<file path="src/rtl/syn_weight_writer_if.sv">
// Bus bundle for syn_weight_writer: session control, weight stream and SRAM write port.
// master = weight producer / session controller, slave = the writer block.
interface syn_weight_writer_if #(
  parameter int unsigned ADDR_W = 8,
  parameter int unsigned CNT_W  = 9
);
  logic              wr_en;
  logic              start;
  logic [ADDR_W-1:0] base_addr;
  logic [CNT_W-1:0]  word_cnt;
  logic              w_valid;
  logic [4:0]        w_data;
  logic              w_ready;
  logic              flush;
  logic              mem_cen;
  logic              mem_wen;
  logic [ADDR_W-1:0] mem_addr;
  logic [31:0]       mem_din;
  logic              busy;
  logic              done;

  modport master (
    output wr_en, start, base_addr, word_cnt, w_valid, w_data, flush,
    input  w_ready, mem_cen, mem_wen, mem_addr, mem_din, busy, done
  );

  modport slave (
    input  wr_en, start, base_addr, word_cnt, w_valid, w_data, flush,
    output w_ready, mem_cen, mem_wen, mem_addr, mem_din, busy, done
  );
endinterface

</file>
<file path="src/rtl/syn_weight_writer.sv">
// Synapse weight write-back: packs eight 4-bit weights per 32-bit word (first weight in
// [31:28]) and issues one single-cycle SRAM write per word. All outputs are registered.
// Optional build macro WEIGHT_SAT_EN: weights above 15 saturate to 15 instead of truncating.
module syn_weight_writer #(
  parameter int unsigned ADDR_W = 8,
  parameter int unsigned CNT_W  = 9
) (
  input logic              clk,
  input logic              rst,
  syn_weight_writer_if.slave bus
);

  typedef enum logic [1:0] {StIdle, StPack, StWrite, StDone} state_e;

  state_e            state_q, state_d;
  logic [2:0]        idx_q, idx_d;
  logic [31:0]       pack_q, pack_d;
  logic [ADDR_W-1:0] addr_q, addr_d;
  logic [CNT_W-1:0]  remaining_q, remaining_d;
  logic              last_q, last_d;

  logic              w_ready_q, w_ready_d;
  logic              mem_cen_q, mem_cen_d;
  logic              mem_wen_q, mem_wen_d;
  logic [ADDR_W-1:0] mem_addr_q, mem_addr_d;
  logic [31:0]       mem_din_q, mem_din_d;
  logic              busy_q, busy_d;
  logic              done_q, done_d;

  logic [3:0]        w_nib;
  logic              xfer;

`ifdef WEIGHT_SAT_EN
  // Saturate out-of-range update results to the largest storable weight.
  assign w_nib = (bus.w_data > 5'd15) ? 4'hf : bus.w_data[3:0];
`else
  logic unused_w_msb;
  // Truncate: the MSB of the update result is dropped.
  assign unused_w_msb = bus.w_data[4];
  assign w_nib        = bus.w_data[3:0];
`endif

  assign xfer = bus.w_valid & w_ready_q;

  // Next-state: session control, nibble packing and address/word bookkeeping.
  always_comb begin
    state_d     = state_q;
    idx_d       = idx_q;
    pack_d      = pack_q;
    addr_d      = addr_q;
    remaining_d = remaining_q;
    last_d      = last_q;
    unique case (state_q)
      StIdle: begin
        if (bus.start) begin
          addr_d      = bus.base_addr;
          remaining_d = bus.word_cnt;
          last_d      = 1'b0;
          idx_d       = 3'd0;
          pack_d      = 32'd0;
          state_d     = (bus.word_cnt == '0) ? StDone : StPack;
        end
      end
      StPack: begin
        if (xfer) begin
          for (int i = 0; i < 8; i++) begin
            if (idx_q == 3'(i)) pack_d[31-4*i -: 4] = w_nib;
          end
          idx_d = idx_q + 3'd1;
        end
        // Unfilled slots are already zero, so flushing only needs to force the write.
        if (bus.flush && (xfer || idx_q != 3'd0)) begin
          state_d = StWrite;
          last_d  = 1'b1;
        end else if (bus.flush) begin
          state_d = StDone;
        end else if (xfer && idx_q == 3'd7) begin
          state_d = StWrite;
        end
      end
      StWrite: begin
        addr_d      = addr_q + ADDR_W'(1);
        remaining_d = remaining_q - CNT_W'(1);
        idx_d       = 3'd0;
        pack_d      = 32'd0;
        state_d     = (remaining_q == CNT_W'(1) || last_q) ? StDone : StPack;
      end
      StDone: begin
        state_d = StIdle;
      end
      default: begin
        state_d = StIdle;
      end
    endcase
  end

  // Output decode from the next state so that every output comes straight from a flop.
  always_comb begin
    w_ready_d  = (state_d == StPack);
    mem_cen_d  = (state_d != StWrite);
    mem_wen_d  = (state_d != StWrite);
    mem_addr_d = (state_d == StWrite) ? addr_q : '0;
    mem_din_d  = (state_d == StWrite) ? pack_d : 32'd0;
    busy_d     = (state_d == StPack) || (state_d == StWrite);
    done_d     = (state_d == StDone);
  end

  // State and output registers; reset or dropped wr_en discards everything synchronously.
  always_ff @(posedge clk) begin
    if (!rst || !bus.wr_en) begin
      state_q     <= StIdle;
      idx_q       <= 3'd0;
      pack_q      <= 32'd0;
      addr_q      <= '0;
      remaining_q <= '0;
      last_q      <= 1'b0;
      w_ready_q   <= 1'b0;
      mem_cen_q   <= 1'b1;
      mem_wen_q   <= 1'b1;
      mem_addr_q  <= '0;
      mem_din_q   <= 32'd0;
      busy_q      <= 1'b0;
      done_q      <= 1'b0;
    end else begin
      state_q     <= state_d;
      idx_q       <= idx_d;
      pack_q      <= pack_d;
      addr_q      <= addr_d;
      remaining_q <= remaining_d;
      last_q      <= last_d;
      w_ready_q   <= w_ready_d;
      mem_cen_q   <= mem_cen_d;
      mem_wen_q   <= mem_wen_d;
      mem_addr_q  <= mem_addr_d;
      mem_din_q   <= mem_din_d;
      busy_q      <= busy_d;
      done_q      <= done_d;
    end
  end

  assign bus.w_ready  = w_ready_q;
  assign bus.mem_cen  = mem_cen_q;
  assign bus.mem_wen  = mem_wen_q;
  assign bus.mem_addr = mem_addr_q;
  assign bus.mem_din  = mem_din_q;
  assign bus.busy     = busy_q;
  assign bus.done     = done_q;

endmodule

</file>
<file path="src/flat_wrapper.sv">
// flat-port wrapper written by rule: the top's interface ports become plain ports
module syn_weight_writer_flat 
#(
  parameter int unsigned ADDR_W = 8,
  parameter int unsigned CNT_W  = 9
)
  (clk, rst, bus_wr_en, bus_start, bus_base_addr, bus_word_cnt, bus_w_valid, bus_w_data, bus_flush, bus_w_ready, bus_mem_cen, bus_mem_wen, bus_mem_addr, bus_mem_din, bus_busy, bus_done);
  syn_weight_writer_if #(.ADDR_W(ADDR_W), .CNT_W(CNT_W)) bus_i ();
  input logic clk;
  input logic rst;
  input wire logic [$bits(bus_i.wr_en)-1:0] bus_wr_en;
  input wire logic [$bits(bus_i.start)-1:0] bus_start;
  input wire logic [$bits(bus_i.base_addr)-1:0] bus_base_addr;
  input wire logic [$bits(bus_i.word_cnt)-1:0] bus_word_cnt;
  input wire logic [$bits(bus_i.w_valid)-1:0] bus_w_valid;
  input wire logic [$bits(bus_i.w_data)-1:0] bus_w_data;
  input wire logic [$bits(bus_i.flush)-1:0] bus_flush;
  output wire logic [$bits(bus_i.w_ready)-1:0] bus_w_ready;
  output wire logic [$bits(bus_i.mem_cen)-1:0] bus_mem_cen;
  output wire logic [$bits(bus_i.mem_wen)-1:0] bus_mem_wen;
  output wire logic [$bits(bus_i.mem_addr)-1:0] bus_mem_addr;
  output wire logic [$bits(bus_i.mem_din)-1:0] bus_mem_din;
  output wire logic [$bits(bus_i.busy)-1:0] bus_busy;
  output wire logic [$bits(bus_i.done)-1:0] bus_done;
  assign bus_i.wr_en = bus_wr_en;
  assign bus_i.start = bus_start;
  assign bus_i.base_addr = bus_base_addr;
  assign bus_i.word_cnt = bus_word_cnt;
  assign bus_i.w_valid = bus_w_valid;
  assign bus_i.w_data = bus_w_data;
  assign bus_i.flush = bus_flush;
  assign bus_w_ready = bus_i.w_ready;
  assign bus_mem_cen = bus_i.mem_cen;
  assign bus_mem_wen = bus_i.mem_wen;
  assign bus_mem_addr = bus_i.mem_addr;
  assign bus_mem_din = bus_i.mem_din;
  assign bus_busy = bus_i.busy;
  assign bus_done = bus_i.done;
  syn_weight_writer #(.ADDR_W(ADDR_W), .CNT_W(CNT_W)) u_core (.clk(clk), .rst(rst), .bus(bus_i));
endmodule
</file>
<file path="config.mk">
export PLATFORM = sky130hd
export DESIGN_NAME = syn_weight_writer_flat
export DESIGN_NICKNAME = d
export VERILOG_FILES = /design/src/rtl/syn_weight_writer_if.sv /design/src/rtl/syn_weight_writer.sv /design/src/flat_wrapper.sv
export SDC_FILE = /design/constraint.sdc
export NUM_CORES = 1
export LEC_CHECK = 0
export BUFFER_PORTS_ARGS = -buffer_cell sky130_fd_sc_hd__buf_2
export CAP_MARGIN = 30
export CORE_MARGIN = 3
export CORE_UTILIZATION = 37
export DETAILED_ROUTE_END_ITERATION = 8
export GPL_TIMING_DRIVEN = 0
export PLACE_DENSITY = 0.57
export SLEW_MARGIN = 20
export SYNTH_ARGS = -nofsm -noshare
export SYNTH_HDL_FRONTEND = slang
export SYNTH_SLANG_ARGS = --single-unit
export TNS_END_PERCENT = 1
</file>
<file path="constraint.sdc">
create_clock -name clk -period 2.6 [get_ports clk]
set_clock_uncertainty 0.2 [all_clocks]
set_input_delay 0.26 -clock clk [delete_from_list [all_inputs] [get_ports clk]]
set_output_delay 0.26 -clock clk [all_outputs]
set_load 0.005 [all_outputs]
</file>
==> metrics.txt <==
status completed; Worst EP required 2.65 ns; Max-cap violations 0; cell area after layout roughly 4700 um2; hold path depth 3; Synthesis Warnings 0; Placed Area 4358 um2; final hold violations 0; FF-to-FF setup slack approximately 0.16 ns; EDFF count, synth 0; endpoints failing setup 0; Clock Path Buffers 2; P&R area growth vs syn 23.71%; FF-to-FF path depth 8; Placement Rows 36; RSZ-0062 raised after global routing false; Post-Route WL 9053 um; CTS H-tree depth 3; initial detailed-routing violation count roughly 120; top post-synthesis cells by area dfxtp_1 (52%), nor2_1 (6.9%), mux2i_1 (4.7%), and2_1 (3.9%), ha_1 (3.9%); Power Dens Cells between 500 and 600 nW/um2; worst setup slack after layout between 0.15 and 0.2 ns; crit-path cells dlygate4sd3_1 > buf_2 > nor4_1 > nand4_1 > o221ai_2 > inv_1 > ha_1 > and3_1 > dlygate4sd3_1; Ports 73; flops & latches, synth slightly below 100; synth unique cells 50; cts bufs inserted 9; CP Class in2reg; DR WL/cell 14.30 um; Critical Path Fanout Max 4; root buffer cell clkbuf_8; DIE AREA 11,630 um2; reg2reg start u_core.idx_q[0]; clock power share 0.357; Synthesized Nets roughly 440; CORE AREA between 9000 and 10,000 um2; final period utilization 0.9387; fraction of layout cells with a size suffix above 1 0.2360; residual DRC count 0; Port Buffers 71; fin crit period about 2.4 ns; hold endpoint u_core.remaining_q[6]; vias between 3,000 and 4,000; CTS tree built; share of power burned in registers 0.577; Clock Latency Late Sink approximately 0.35 ns; DP HPWL roughly 6500 um; Die Width around 110 um; asr flop ratio synth 0; final count of pins violating max slew 0; die height between 100 and 150 um; WP buf/inv 4; cell internal pwr a little over 2 mW; Arr. time, crit path roughly 2.5 ns; Least-Margin Pin Slew between 0.6 and 0.7 ns; post-synthesis sequential area ratio 0.5166; Final #Nets approximately 540; number of global-route vias before repair 3,022; sw power approximately 0.64 mW; Worst slew margin 0.5851; starting density of the core 0.3871; CP peak stage delay ~0.54 ns; Slowest-stage cell, CP dlygate4sd3_1; first-pass detailed-route iteration total 5; Gate Count Post-Synth approximately 400; most frequent cell after synthesis dfxtp_1; Routed Antenna Nets 0; grt total ovfl 0; aggregate global-route resource usage 0.1613; VDD IR max ~0.26 mV; clk slew on worst S/H paths ~0.090 ns; Hold Crit Class in2reg; first-pass GRT wire length between 10,000 and 15,000 um; setup TNS after final layout 0 ns; Antenna Cells 0; largest net degree at the start of global routing 17; Min-Delay Startpoint bus_word_cnt[6]; CP top delay family buffers and inverters; via/cell ratio 4.858; Yosys top cell area share 0.5166; Synth Cell Area 3836 um2; Worst R2R End u_core.bus.w_ready; CTS sink cnt ~100; dominant cell type by area after synthesis dfxtp_1; Synth Flop Type dfxtp_1; combinational group share of total power 0.067; final core occ 0.4789; initial antenna violation count 0; Synth top cells by count dfxtp_1 (99), nor2_1 (71), and2_1 (24), mux2i_1 (18), and3_1 (17); Switching Fraction 0.2380; most frequent CP cell dlygate4sd3_1; Startpoint Class primary input; leakage about 2 nW; Worst setup EP type flop; pre-CTS WS -0.2451 ns; Routability Congestion roughly 0.85; Max Clock Freq between 400 and 500 MHz; post-synthesis area per instance between 9 and 10 um2
[worst max-delay path by stage]
stage	slack, ns	from	to	depth (start not counted)
CTS	0.01	u_core.idx_q[1]	u_core.bus.mem_din[1]	8
detailed placement	-0.25	bus_start	u_core.bus.mem_din[1]	8
global route	0.03	u_core.remaining_q[5]	u_core.bus.w_ready	7
global placement	-0.20	bus_start	u_core.bus.mem_din[4]	8
finish	0.16	bus_word_cnt[5]	u_core.bus.w_ready	9
floorplan	0.41	u_core.idx_q[0]	u_core.bus.mem_din[0]	9
[state kept, by name, indices dropped and copies added (netlist names)]
register and flops:
u_core.bus.mem_cen 1, u_core.state_q 2, u_core.bus.mem_din 32, u_core.bus.busy 1, u_core.addr_q 8, u_core.bus.mem_addr 8
u_core.bus.done 1, u_core.last_q 1, u_core.bus.w_ready 1, u_core.pack_q 32, u_core.idx_q 3, u_core.remaining_q 9
[power by group through the flow]
stage	Combinational (mW)	Clock [mW]	Sequential, mW
6_report	0.178	0.955	1.54
2_1_floorplan	0.0883	0	1.57
3_5_place_dp	0.158	0	1.58
3_3_place_gp	0.156	0	1.58
4_1_cts	0.175	0.988	1.54
5_1_grt	0.198	1.05	1.55
[logic make-up after synthesis]
kind of cell    count (synthesis)  share of synthesized area
flops                          99                     0.5166
mux                            18                    0.04697
compound gates                 67                     0.1226
fa+ha+maj                      12                    0.03914
buf+inv                        32                    0.03816
simple gates                  173                     0.2365
[worst reg2reg max path, stage by stage (launching register included)]
cell           delay (ns)
dfxtp_2              0.38
inv_1                0.10
ha_1                 0.28
a31oi_2              0.21
o21a_1               0.18
inv_1                0.08
ha_1                 0.19
and3_1               0.17
dlygate4sd3_1        0.54
[final cells by class]
| cell class | instances | area [um2] |
|---|---|---|
| Clock buffer | 9 | 123.9 |
| Timing Repair Buffer | 84 | 485.5 |
| Tap cell | 133 | 166.4 |
| Inverter | 11 | 41.29 |
| Multi-Input combinational cell | 270 | 1768 |
| Sequential cell | 99 | 1987 |
| Clock inverter | 6 | 65.06 |
| Fill cell | 979 | 5164 |
| Buffer | 21 | 108.9 |
[what timing repair did]
| item | CTS | global route |
|---|---|---|
| gates cloned | 0 | 0 |
| resized for setup | 5 | 13 |
| hold endpoints to repair | 12 | 0 |
| endpoints found under the setup margin | 30 | 31 |
| buffers inserted | 0 | 0 |
| hold buffers | 13 | 0 |
[cells in the final DEF, fill, tap and decap left out, types with 3 or more instances in the layout]
| cell type | Yosys | final |
|---|---|---|
| a31oi_1 | 12 | 10 |
| nor3_1 | 3 | 3 |
| a2bb2oi_1 | 3 | 3 |
| nand3_1 | 9 | 9 |
| dfxtp_2 | 0 | 4 |
| a21oi_1 | 14 | 14 |
| nor2_1 | 71 | 71 |
| clkbuf_8 | 0 | 9 |
| dfxtp_1 | 99 | 95 |
| clkbuf_1 | 11 | 8 |
| and2_1 | 24 | 24 |
| buf_4 | 3 | 3 |
| or3_1 | 5 | 5 |
| nand2b_1 | 3 | 3 |
| ha_1 | 12 | 9 |
| o211ai_1 | 6 | 6 |
| a22o_1 | 4 | 4 |
| nand2_1 | 16 | 15 |
| clkbuf_2 | 1 | 4 |
| o21ai_0 | 5 | 5 |
| nor2b_1 | 6 | 6 |
| a22oi_1 | 10 | 10 |
| buf_2 | 5 | 76 |
| dlygate4sd3_1 | 0 | 13 |
| and4b_1 | 3 | 3 |
| and3_1 | 17 | 17 |
| mux2i_1 | 18 | 18 |
| inv_1 | 11 | 11 |
[metal layers]
layer	part of all wire	vias to the layer above	global-route usage	wire [um]
li1	-	1584	-	-
met1	0.50	1418	0.2239	4492
met2	0.45	66	0.2518	4049
met3	0.048	7	0.03719	439
met4	0.0078	0	0.04328	71
met5	0	-	0	0
[through the flow]
| step | hold slack, ns | total power, mW | instances |
|---|---|---|---|
| finish | 0.01662 | 2.676 | 633 |
| floorplan | 0.2059 | 1.662 | 401 |
| CTS | 0.004284 | 2.705 | 633 |
| global placement | 0.2641 | 1.733 | 605 |
| global route | 0.004120 | 2.798 | 633 |
| detailed placement | 0.2743 | 1.736 | 605 |
Power figures use the tool's default switching activity.
